`src/rtl/hazard_if.sv`:
```
// Hazard-controller bus: pipeline register fields, memory handshake and the
// stall/flush/forward controls returned to the datapath.
interface hazard_if #(
   parameter int CNT_W = 16
);
   logic [3:0]       RA1D, RA2D, RA1E, RA2E;
   logic [3:0]       WA3E, WA3M, WA3W;
   logic             RegWriteM, RegWriteW, MemtoRegE;
   logic             PCSrcD, PCSrcE, PCSrcM, PCSrcW;
   logic             BranchE, BranchTakenE, PredictedTakenE;
   logic             MemReqM, MemReadyM;
   logic [1:0]       ForwardAE, ForwardBE;
   logic             StallF, StallD, StallE, StallM;
   logic             FlushD, FlushE, FlushW;
   logic             MemWait, MemError;
   logic [CNT_W-1:0] StallCount, FlushCount;

   modport master (
      output RA1D, RA2D, RA1E, RA2E, WA3E, WA3M, WA3W,
             RegWriteM, RegWriteW, MemtoRegE,
             PCSrcD, PCSrcE, PCSrcM, PCSrcW,
             BranchE, BranchTakenE, PredictedTakenE,
             MemReqM, MemReadyM,
      input  ForwardAE, ForwardBE, StallF, StallD, StallE, StallM,
             FlushD, FlushE, FlushW, MemWait, MemError, StallCount, FlushCount
   );

   modport slave (
      input  RA1D, RA2D, RA1E, RA2E, WA3E, WA3M, WA3W,
             RegWriteM, RegWriteW, MemtoRegE,
             PCSrcD, PCSrcE, PCSrcM, PCSrcW,
             BranchE, BranchTakenE, PredictedTakenE,
             MemReqM, MemReadyM,
      output ForwardAE, ForwardBE, StallF, StallD, StallE, StallM,
             FlushD, FlushE, FlushW, MemWait, MemError, StallCount, FlushCount
   );
endinterface

```
`src/rtl/hazard_controller.sv`:
```
// Hazard unit for the 5-stage ARM-subset pipeline: forwarding, load-use and
// PC-write stalls, mispredict flushes, memory-wait FSM with watchdog, counters.
module hazard_controller #(
   parameter int MEM_TIMEOUT = 16,
   parameter int CNT_W       = 16
) (
   input logic      CLK,
   input logic      RESET,
   hazard_if.slave  bus
);
   localparam int                 WAIT_W    = $clog2(MEM_TIMEOUT);
   localparam logic [WAIT_W-1:0]  WAIT_LAST = WAIT_W'(MEM_TIMEOUT - 1);
   localparam logic [CNT_W-1:0]   CNT_MAX   = '1;
   localparam logic [1:0]         FWD_RF    = 2'b00;
   localparam logic [1:0]         FWD_WB    = 2'b01;
   localparam logic [1:0]         FWD_MEM   = 2'b10;

   typedef enum logic {ST_RUN, ST_WAIT} mem_state_e;

   mem_state_e        state, state_next;
   logic [WAIT_W-1:0] wait_cnt;
   logic              mem_error;
   logic [CNT_W-1:0]  stall_cnt, flush_cnt;

   logic ld_stall, pc_stall, mispred, timeout, mem_stall;

   // R15 reads come from the PC path, so they are never forwarded.
   function automatic logic [1:0] fwd_sel(input logic [3:0] src,
                                          input logic       wr_m,
                                          input logic [3:0] dst_m,
                                          input logic       wr_w,
                                          input logic [3:0] dst_w);
      if (src == 4'd15)                 return FWD_RF;
      else if (wr_m && dst_m == src)    return FWD_MEM;
      else if (wr_w && dst_w == src)    return FWD_WB;
      else                              return FWD_RF;
   endfunction

   assign ld_stall = bus.MemtoRegE && (bus.WA3E == bus.RA1D || bus.WA3E == bus.RA2D);
   assign pc_stall = bus.PCSrcD || bus.PCSrcE || bus.PCSrcM;
   assign mispred  = bus.BranchE && (bus.BranchTakenE != bus.PredictedTakenE);
   assign timeout  = (state == ST_WAIT) && !bus.MemReadyM && (wait_cnt == WAIT_LAST);
   assign mem_stall = ((state == ST_RUN)  && bus.MemReqM && !bus.MemReadyM) ||
                      ((state == ST_WAIT) && !bus.MemReadyM && !timeout);

   assign bus.MemWait    = (state == ST_WAIT);
   assign bus.MemError   = mem_error;
   assign bus.StallCount = stall_cnt;
   assign bus.FlushCount = flush_cnt;

   // NOTE: every signal written in an always_comb gets a default first so no
   // path leaves it unassigned and no latch is inferred.
   always_comb begin
      state_next    = state;
      bus.ForwardAE = FWD_RF;
      bus.ForwardBE = FWD_RF;
      bus.StallF    = 1'b0;
      bus.StallD    = 1'b0;
      bus.StallE    = 1'b0;
      bus.StallM    = 1'b0;
      bus.FlushD    = 1'b0;
      bus.FlushE    = 1'b0;
      bus.FlushW    = 1'b0;

      unique case (state)
         ST_RUN:  if (bus.MemReqM && !bus.MemReadyM)  state_next = ST_WAIT;
         ST_WAIT: if (bus.MemReadyM || timeout)       state_next = ST_RUN;
         default: state_next = ST_RUN;
      endcase

      if (!RESET) begin
         bus.ForwardAE = fwd_sel(bus.RA1E, bus.RegWriteM, bus.WA3M, bus.RegWriteW, bus.WA3W);
         bus.ForwardBE = fwd_sel(bus.RA2E, bus.RegWriteM, bus.WA3M, bus.RegWriteW, bus.WA3W);
         // A memory stall freezes the whole pipe; D/E hazards are re-evaluated on release.
         if (mem_stall) begin
            bus.StallF = 1'b1;
            bus.StallD = 1'b1;
            bus.StallE = 1'b1;
            bus.StallM = 1'b1;
            bus.FlushW = 1'b1;
         end else begin
            bus.StallF = ld_stall || (pc_stall && !bus.PCSrcW);
            bus.StallD = ld_stall && !mispred;
            bus.FlushD = pc_stall || mispred;
            bus.FlushE = ld_stall || mispred;
         end
      end
   end

   // NOTE: sequential state uses non-blocking assignments so every register
   // samples pre-edge values regardless of statement order.
   always_ff @(posedge CLK) begin
      if (RESET) begin
         state     <= ST_RUN;
         wait_cnt  <= '0;
         mem_error <= 1'b0;
         stall_cnt <= '0;
         flush_cnt <= '0;
      end else begin
         state     <= state_next;
         wait_cnt  <= (state == ST_WAIT && state_next == ST_WAIT) ? wait_cnt + 1'b1 : '0;
         mem_error <= mem_error || timeout;
         if (bus.StallF && stall_cnt != CNT_MAX)
            stall_cnt <= stall_cnt + 1'b1;
         if ((bus.FlushD || bus.FlushE) && flush_cnt != CNT_MAX)
            flush_cnt <= flush_cnt + 1'b1;
      end
   end
endmodule

```
`src/flat_wrapper.sv`:
```
// flat-port wrapper written by rule: the top's interface ports become plain ports
module hazard_controller_flat 
#(
   parameter int MEM_TIMEOUT = 16,
   parameter int CNT_W       = 16
)
  (CLK, RESET, bus_RA1D, bus_RA2D, bus_RA1E, bus_RA2E, bus_WA3E, bus_WA3M, bus_WA3W, bus_RegWriteM, bus_RegWriteW, bus_MemtoRegE, bus_PCSrcD, bus_PCSrcE, bus_PCSrcM, bus_PCSrcW, bus_BranchE, bus_BranchTakenE, bus_PredictedTakenE, bus_MemReqM, bus_MemReadyM, bus_ForwardAE, bus_ForwardBE, bus_StallF, bus_StallD, bus_StallE, bus_StallM, bus_FlushD, bus_FlushE, bus_FlushW, bus_MemWait, bus_MemError, bus_StallCount, bus_FlushCount);
  hazard_if #(.CNT_W(CNT_W)) bus_i ();
  input logic CLK;
  input logic RESET;
  input wire logic [$bits(bus_i.RA1D)-1:0] bus_RA1D;
  input wire logic [$bits(bus_i.RA2D)-1:0] bus_RA2D;
  input wire logic [$bits(bus_i.RA1E)-1:0] bus_RA1E;
  input wire logic [$bits(bus_i.RA2E)-1:0] bus_RA2E;
  input wire logic [$bits(bus_i.WA3E)-1:0] bus_WA3E;
  input wire logic [$bits(bus_i.WA3M)-1:0] bus_WA3M;
  input wire logic [$bits(bus_i.WA3W)-1:0] bus_WA3W;
  input wire logic [$bits(bus_i.RegWriteM)-1:0] bus_RegWriteM;
  input wire logic [$bits(bus_i.RegWriteW)-1:0] bus_RegWriteW;
  input wire logic [$bits(bus_i.MemtoRegE)-1:0] bus_MemtoRegE;
  input wire logic [$bits(bus_i.PCSrcD)-1:0] bus_PCSrcD;
  input wire logic [$bits(bus_i.PCSrcE)-1:0] bus_PCSrcE;
  input wire logic [$bits(bus_i.PCSrcM)-1:0] bus_PCSrcM;
  input wire logic [$bits(bus_i.PCSrcW)-1:0] bus_PCSrcW;
  input wire logic [$bits(bus_i.BranchE)-1:0] bus_BranchE;
  input wire logic [$bits(bus_i.BranchTakenE)-1:0] bus_BranchTakenE;
  input wire logic [$bits(bus_i.PredictedTakenE)-1:0] bus_PredictedTakenE;
  input wire logic [$bits(bus_i.MemReqM)-1:0] bus_MemReqM;
  input wire logic [$bits(bus_i.MemReadyM)-1:0] bus_MemReadyM;
  output wire logic [$bits(bus_i.ForwardAE)-1:0] bus_ForwardAE;
  output wire logic [$bits(bus_i.ForwardBE)-1:0] bus_ForwardBE;
  output wire logic [$bits(bus_i.StallF)-1:0] bus_StallF;
  output wire logic [$bits(bus_i.StallD)-1:0] bus_StallD;
  output wire logic [$bits(bus_i.StallE)-1:0] bus_StallE;
  output wire logic [$bits(bus_i.StallM)-1:0] bus_StallM;
  output wire logic [$bits(bus_i.FlushD)-1:0] bus_FlushD;
  output wire logic [$bits(bus_i.FlushE)-1:0] bus_FlushE;
  output wire logic [$bits(bus_i.FlushW)-1:0] bus_FlushW;
  output wire logic [$bits(bus_i.MemWait)-1:0] bus_MemWait;
  output wire logic [$bits(bus_i.MemError)-1:0] bus_MemError;
  output wire logic [$bits(bus_i.StallCount)-1:0] bus_StallCount;
  output wire logic [$bits(bus_i.FlushCount)-1:0] bus_FlushCount;
  assign bus_i.RA1D = bus_RA1D;
  assign bus_i.RA2D = bus_RA2D;
  assign bus_i.RA1E = bus_RA1E;
  assign bus_i.RA2E = bus_RA2E;
  assign bus_i.WA3E = bus_WA3E;
  assign bus_i.WA3M = bus_WA3M;
  assign bus_i.WA3W = bus_WA3W;
  assign bus_i.RegWriteM = bus_RegWriteM;
  assign bus_i.RegWriteW = bus_RegWriteW;
  assign bus_i.MemtoRegE = bus_MemtoRegE;
  assign bus_i.PCSrcD = bus_PCSrcD;
  assign bus_i.PCSrcE = bus_PCSrcE;
  assign bus_i.PCSrcM = bus_PCSrcM;
  assign bus_i.PCSrcW = bus_PCSrcW;
  assign bus_i.BranchE = bus_BranchE;
  assign bus_i.BranchTakenE = bus_BranchTakenE;
  assign bus_i.PredictedTakenE = bus_PredictedTakenE;
  assign bus_i.MemReqM = bus_MemReqM;
  assign bus_i.MemReadyM = bus_MemReadyM;
  assign bus_ForwardAE = bus_i.ForwardAE;
  assign bus_ForwardBE = bus_i.ForwardBE;
  assign bus_StallF = bus_i.StallF;
  assign bus_StallD = bus_i.StallD;
  assign bus_StallE = bus_i.StallE;
  assign bus_StallM = bus_i.StallM;
  assign bus_FlushD = bus_i.FlushD;
  assign bus_FlushE = bus_i.FlushE;
  assign bus_FlushW = bus_i.FlushW;
  assign bus_MemWait = bus_i.MemWait;
  assign bus_MemError = bus_i.MemError;
  assign bus_StallCount = bus_i.StallCount;
  assign bus_FlushCount = bus_i.FlushCount;
  hazard_controller #(.MEM_TIMEOUT(MEM_TIMEOUT), .CNT_W(CNT_W)) u_core (.CLK(CLK), .RESET(RESET), .bus(bus_i));
endmodule
```
`config.mk`:
```
export PLATFORM = sky130hd
export DESIGN_NAME = hazard_controller_flat
export DESIGN_NICKNAME = d
export VERILOG_FILES = /design/src/rtl/hazard_if.sv /design/src/rtl/hazard_controller.sv /design/src/flat_wrapper.sv
export SDC_FILE = /design/constraint.sdc
export NUM_CORES = 1
export LEC_CHECK = 0
export CELL_PAD_IN_SITES_DETAIL_PLACEMENT = 0
export CELL_PAD_IN_SITES_GLOBAL_PLACEMENT = 1
export CORE_MARGIN = 2
export CORE_UTILIZATION = 33
export DETAILED_ROUTE_END_ITERATION = 8
export HOLD_SLACK_MARGIN = 0.08
export PLACE_DENSITY_LB_ADDON = 0.1
export SLEW_MARGIN = 0
export SYNTH_ARGS = -nofsm -noshare
export SYNTH_HDL_FRONTEND = slang
export SYNTH_SLANG_ARGS = --single-unit
export TNS_END_PERCENT = 10
```
`constraint.sdc`:
```
create_clock -name CLK -period 7 [get_ports CLK]
set_input_delay 0.7 -clock CLK [delete_from_list [all_inputs] [get_ports CLK]]
set_output_delay 0.7 -clock CLK [all_outputs]
set_load 0.05 [all_outputs]
```
==> results by group <==
Routing
  • WL/cell: 13.9 um
  • Vias: 2245
  • Starting DRT DRC Count: 87
  • Post-DRT Antenna Nets: 0
  • DR pass1 iterations: 4
  • Vias/cell: 5.15
  • Residual DRC: 0
  • Total wire length: 6070 um

Worst setup path
  • RR Endpoint: u_core.bus.StallCount[5]
  • CP peak stage delay: 0.79 ns
  • Critical Path Fanout Max: 38
  • Critical R2R Launch: u_core.wait_cnt[0]
  • Startpoint types: input pin
  • Cell Chain, Critical Path: clkdlybuf4s50_1 -> buf_4 -> inv_1 -> nand2_1 -> nor4_1 -> and3_1 -> clkdlybuf4s50_1
  • Slowest-stage cell, CP: clkdlybuf4s50_1
  • Critical path's top delay family: buffers and inverters
  • Top cell by count, worst path: clkdlybuf4s50_1
  • Worst reg-to-reg path cell count: 7
  • WP data arrival: 3.10 ns
  • R2r setup slk: 4.61 ns
  • Crit end category: output pin
  • CP required: 6.30 ns
  • Kind of critical path: in -> out
  • Buf/Inv on CP: 4

STA
  • Slew headroom: 37.9%
  • Slew @ Worst Pin: 0.932 ns
  • Final setup fails: 0
  • Worst Clk Skew: 0.00909 ns
  • RSZ-0062 raised after global routing: false
  • Total negative slack: 0 ns
  • Final-report max-slew violation count: 0
  • Fin. Hold Viols: 0
  • Tmin final: 3.80 ns
  • Period utilization: 54.3%
  • FMAX: 263 MHz

Layout
  • Syn-to-layout area delta: 47.0%
  • Diode count: 0
  • # nets final: 403
  • Core Util, Final: 51.0%
  • Ratio of cells with drive above 1 in the final layout: 5.57%
  • Fin cells: 436

Global route
  • Total GRT Usage: 16.4%
  • Vias in the first global route: 2102
  • Initial antenna violation count: 0
  • First-pass GRT wire length: 9930 um
  • Pin count of the biggest net entering global routing: 39
  • Total grt overflow: 0

Floorplan
  • Core Rows: 29
  • I/O pin cnt: 87
  • Die X: 86.2 um
  • Die ar.: 7430 um2
  • Core Area: 6420 um2
  • Initial Util: 34.7%
  • Chip height: 86.2 um

Synth
  • Syn Nets: 321
  • Synth area leader: dfxtp_1
  • Syn. warnings: 0
  • Ranking of synthesized cells by area: dfxtp_1, xor2_1, nor2_1
  • Post-Syn Area: 2230 um2
  • Number of synthesized flops with an enable pin: 0
  • Library cells used by synthesis: 46
  • Post-synth top flop: dfxtp_1
  • Share of Yosys cell area claimed by the top area cell type: 34.1%
  • Syn_area_per_cell: 8.07 um2
  • Yosys reg bits: 38
  • Sequential area share after synthesis: 34.1%
  • FFs w/ async S/R, synth: 0%
  • Post-Syn Instances: 276

CTS
  • Total CTS buffers: 5
  • Clk root buf: clkbuf_8
  • CTS Buffer Depth: 2
  • CTS H-tree lvls: 2
  • Post-CTS setup buffers: 0
  • Post-CTS Hold Buffers: 0
  • Clk_lat worst skew: 0.29 ns
  • Reg clk slew, reported paths: 0.07 ns
  • CTS tree: built
  • Clk sinks: 38
  • Post-cts resize count: 0

Place
  • Hpwl dp: 4570 um
  • RD Place Congestion: 0.784
  • Dpl cells: 428
  • I/O Buffers: 86

Power and ir drop
  • Pwr Density: 171 nW/um2
  • Static leakage: 0.00112 uW
  • Maximum VDD drop: 0.0879 mV

Flow run
  • Max-Cap Viols: 0

Worst hold path
  • Type of the most critical hold path: reg -> reg
  • Worst Hold Path EP: u_core.wait_cnt[0]
  • Hold Path Depth: 1
  • Hold Path Origin: u_core.wait_cnt[0]

Status
  • Outcome: complete, no violations
how the worst max path moves through the flow:
stage	start	to	slack, ns	cells after the start
floorplan	RESET	bus_StallE	3.94	5
global placement	RESET	bus_ForwardBE[0]	3.23	7
detailed placement	bus_WA3E[1]	bus_FlushE	3.19	7
CTS	bus_WA3E[1]	bus_FlushE	3.17	7
global route	bus_WA3E[1]	bus_FlushE	3.01	7
finish	RESET	bus_ForwardBE[0]	3.20	7
placed cells by master (no fill, tap or decap), types with 2 or more instances in the layout:
cell	n
dfxtp_1	38
nand4_1	5
and2_1	2
ha_1	3
o211ai_1	3
xnor2_1	7
or3_1	5
nor3_1	10
mux2_2	3
o21ai_0	11
nor4_1	5
a21oi_1	18
or4_1	5
xor2_1	25
o31ai_1	8
clkbuf_8	6
o21a_1	10
nor2b_1	3
nand3_1	19
and3_1	4
mux2i_1	2
bufinv_16	2
inv_1	9
a41oi_1	2
nand2_1	17
a31oi_1	2
buf_4	2
clkdlybuf4s50_1	86
a211oi_1	2
nor2_1	29
flip-flops by register name (all words and copies together) (netlist names):
| name | cells |
|---|---|
| u_core.bus.FlushCount | 16 |
| u_core.bus.MemError | 1 |
| u_core.bus.MemWait | 1 |
| u_core.bus.StallCount | 16 |
| u_core.wait_cnt | 4 |
area by class of cell:
cell class,count,area (um2)
sequential,38,761
fill,628,3150
tap,77,96.3
clock inverter,2,60.1
timing repair buffer,88,876
inverter,9,33.8
clock buffer,6,82.6
multi-input combinational,216,1370
per-layer routing:
layer / vias up / GRT usage (%) / part of all wire (%)
li1: 1158 / - / -
met1: 1030 / 21.7 / 48
met2: 53 / 28.0 / 46
met3: 4 / 3.33 / 4.9
met4: 0 / 2.98 / 0.69
met5: - / 0 / 0
Yosys cell counts, drive strengths merged, types with 2 or more instances:
cell     n
nor2    29
a41oi    2
and2     2
mux2i    2
nor3    10
nor2b    3
ha       3
nor4     5
o211ai   3
a31oi    2
nand4    5
inv      9
o21ai   12
dfxtp   38
xnor2    7
or3      6
mux2     3
o31ai    8
nand2   17
o21a    10
clkbuf   6
or4      5
a211oi   2
a21oi   18
buf      7
nand3   19
xor2    25
and3     4
logic make-up after synthesis:
group / share of synthesized area, %
flip-flops: 34.1
XOR/XNOR: 12.6
AO/OA/AOI/OAI: 18.7
multiplexers: 2.41
buffers and inverters: 4.72
adder cells (fa/ha/maj): 1.68
AND/OR/NAND/NOR: 25.8
per-stage QoR:
step                      total power (uW)  area (um2)  hold slack [ns]  setup WS (ns)
final                                  560        3280            0.449           3.20
after global routing                   584        3280            0.483           3.01
after CTS                              569        3280            0.451           3.17
after detailed placement               334        3130            0.440           3.19
after global placement                 334        3130            0.438           3.23
after floorplan                        288        2230            0.418           3.94
where the power goes:
group,total [uW],switching (uW),internal [uW],leakage [uW]
Combinational,104,58.0,46.0,0.000738
Clock,232,79.6,152,0.0000714
Sequential,225,4.92,220,0.000307
worst reg2reg max path: stages, from the launching register on:
cell	delay (ns)
dfxtp_1	0.33
ha_1	0.23
and4_4	0.19
or3_4	0.38
o21a_1	0.22
a22o_1	0.39
or4_1	0.43
a21oi_1	0.15
No activity file was read; power rests on OpenSTA's default activity.
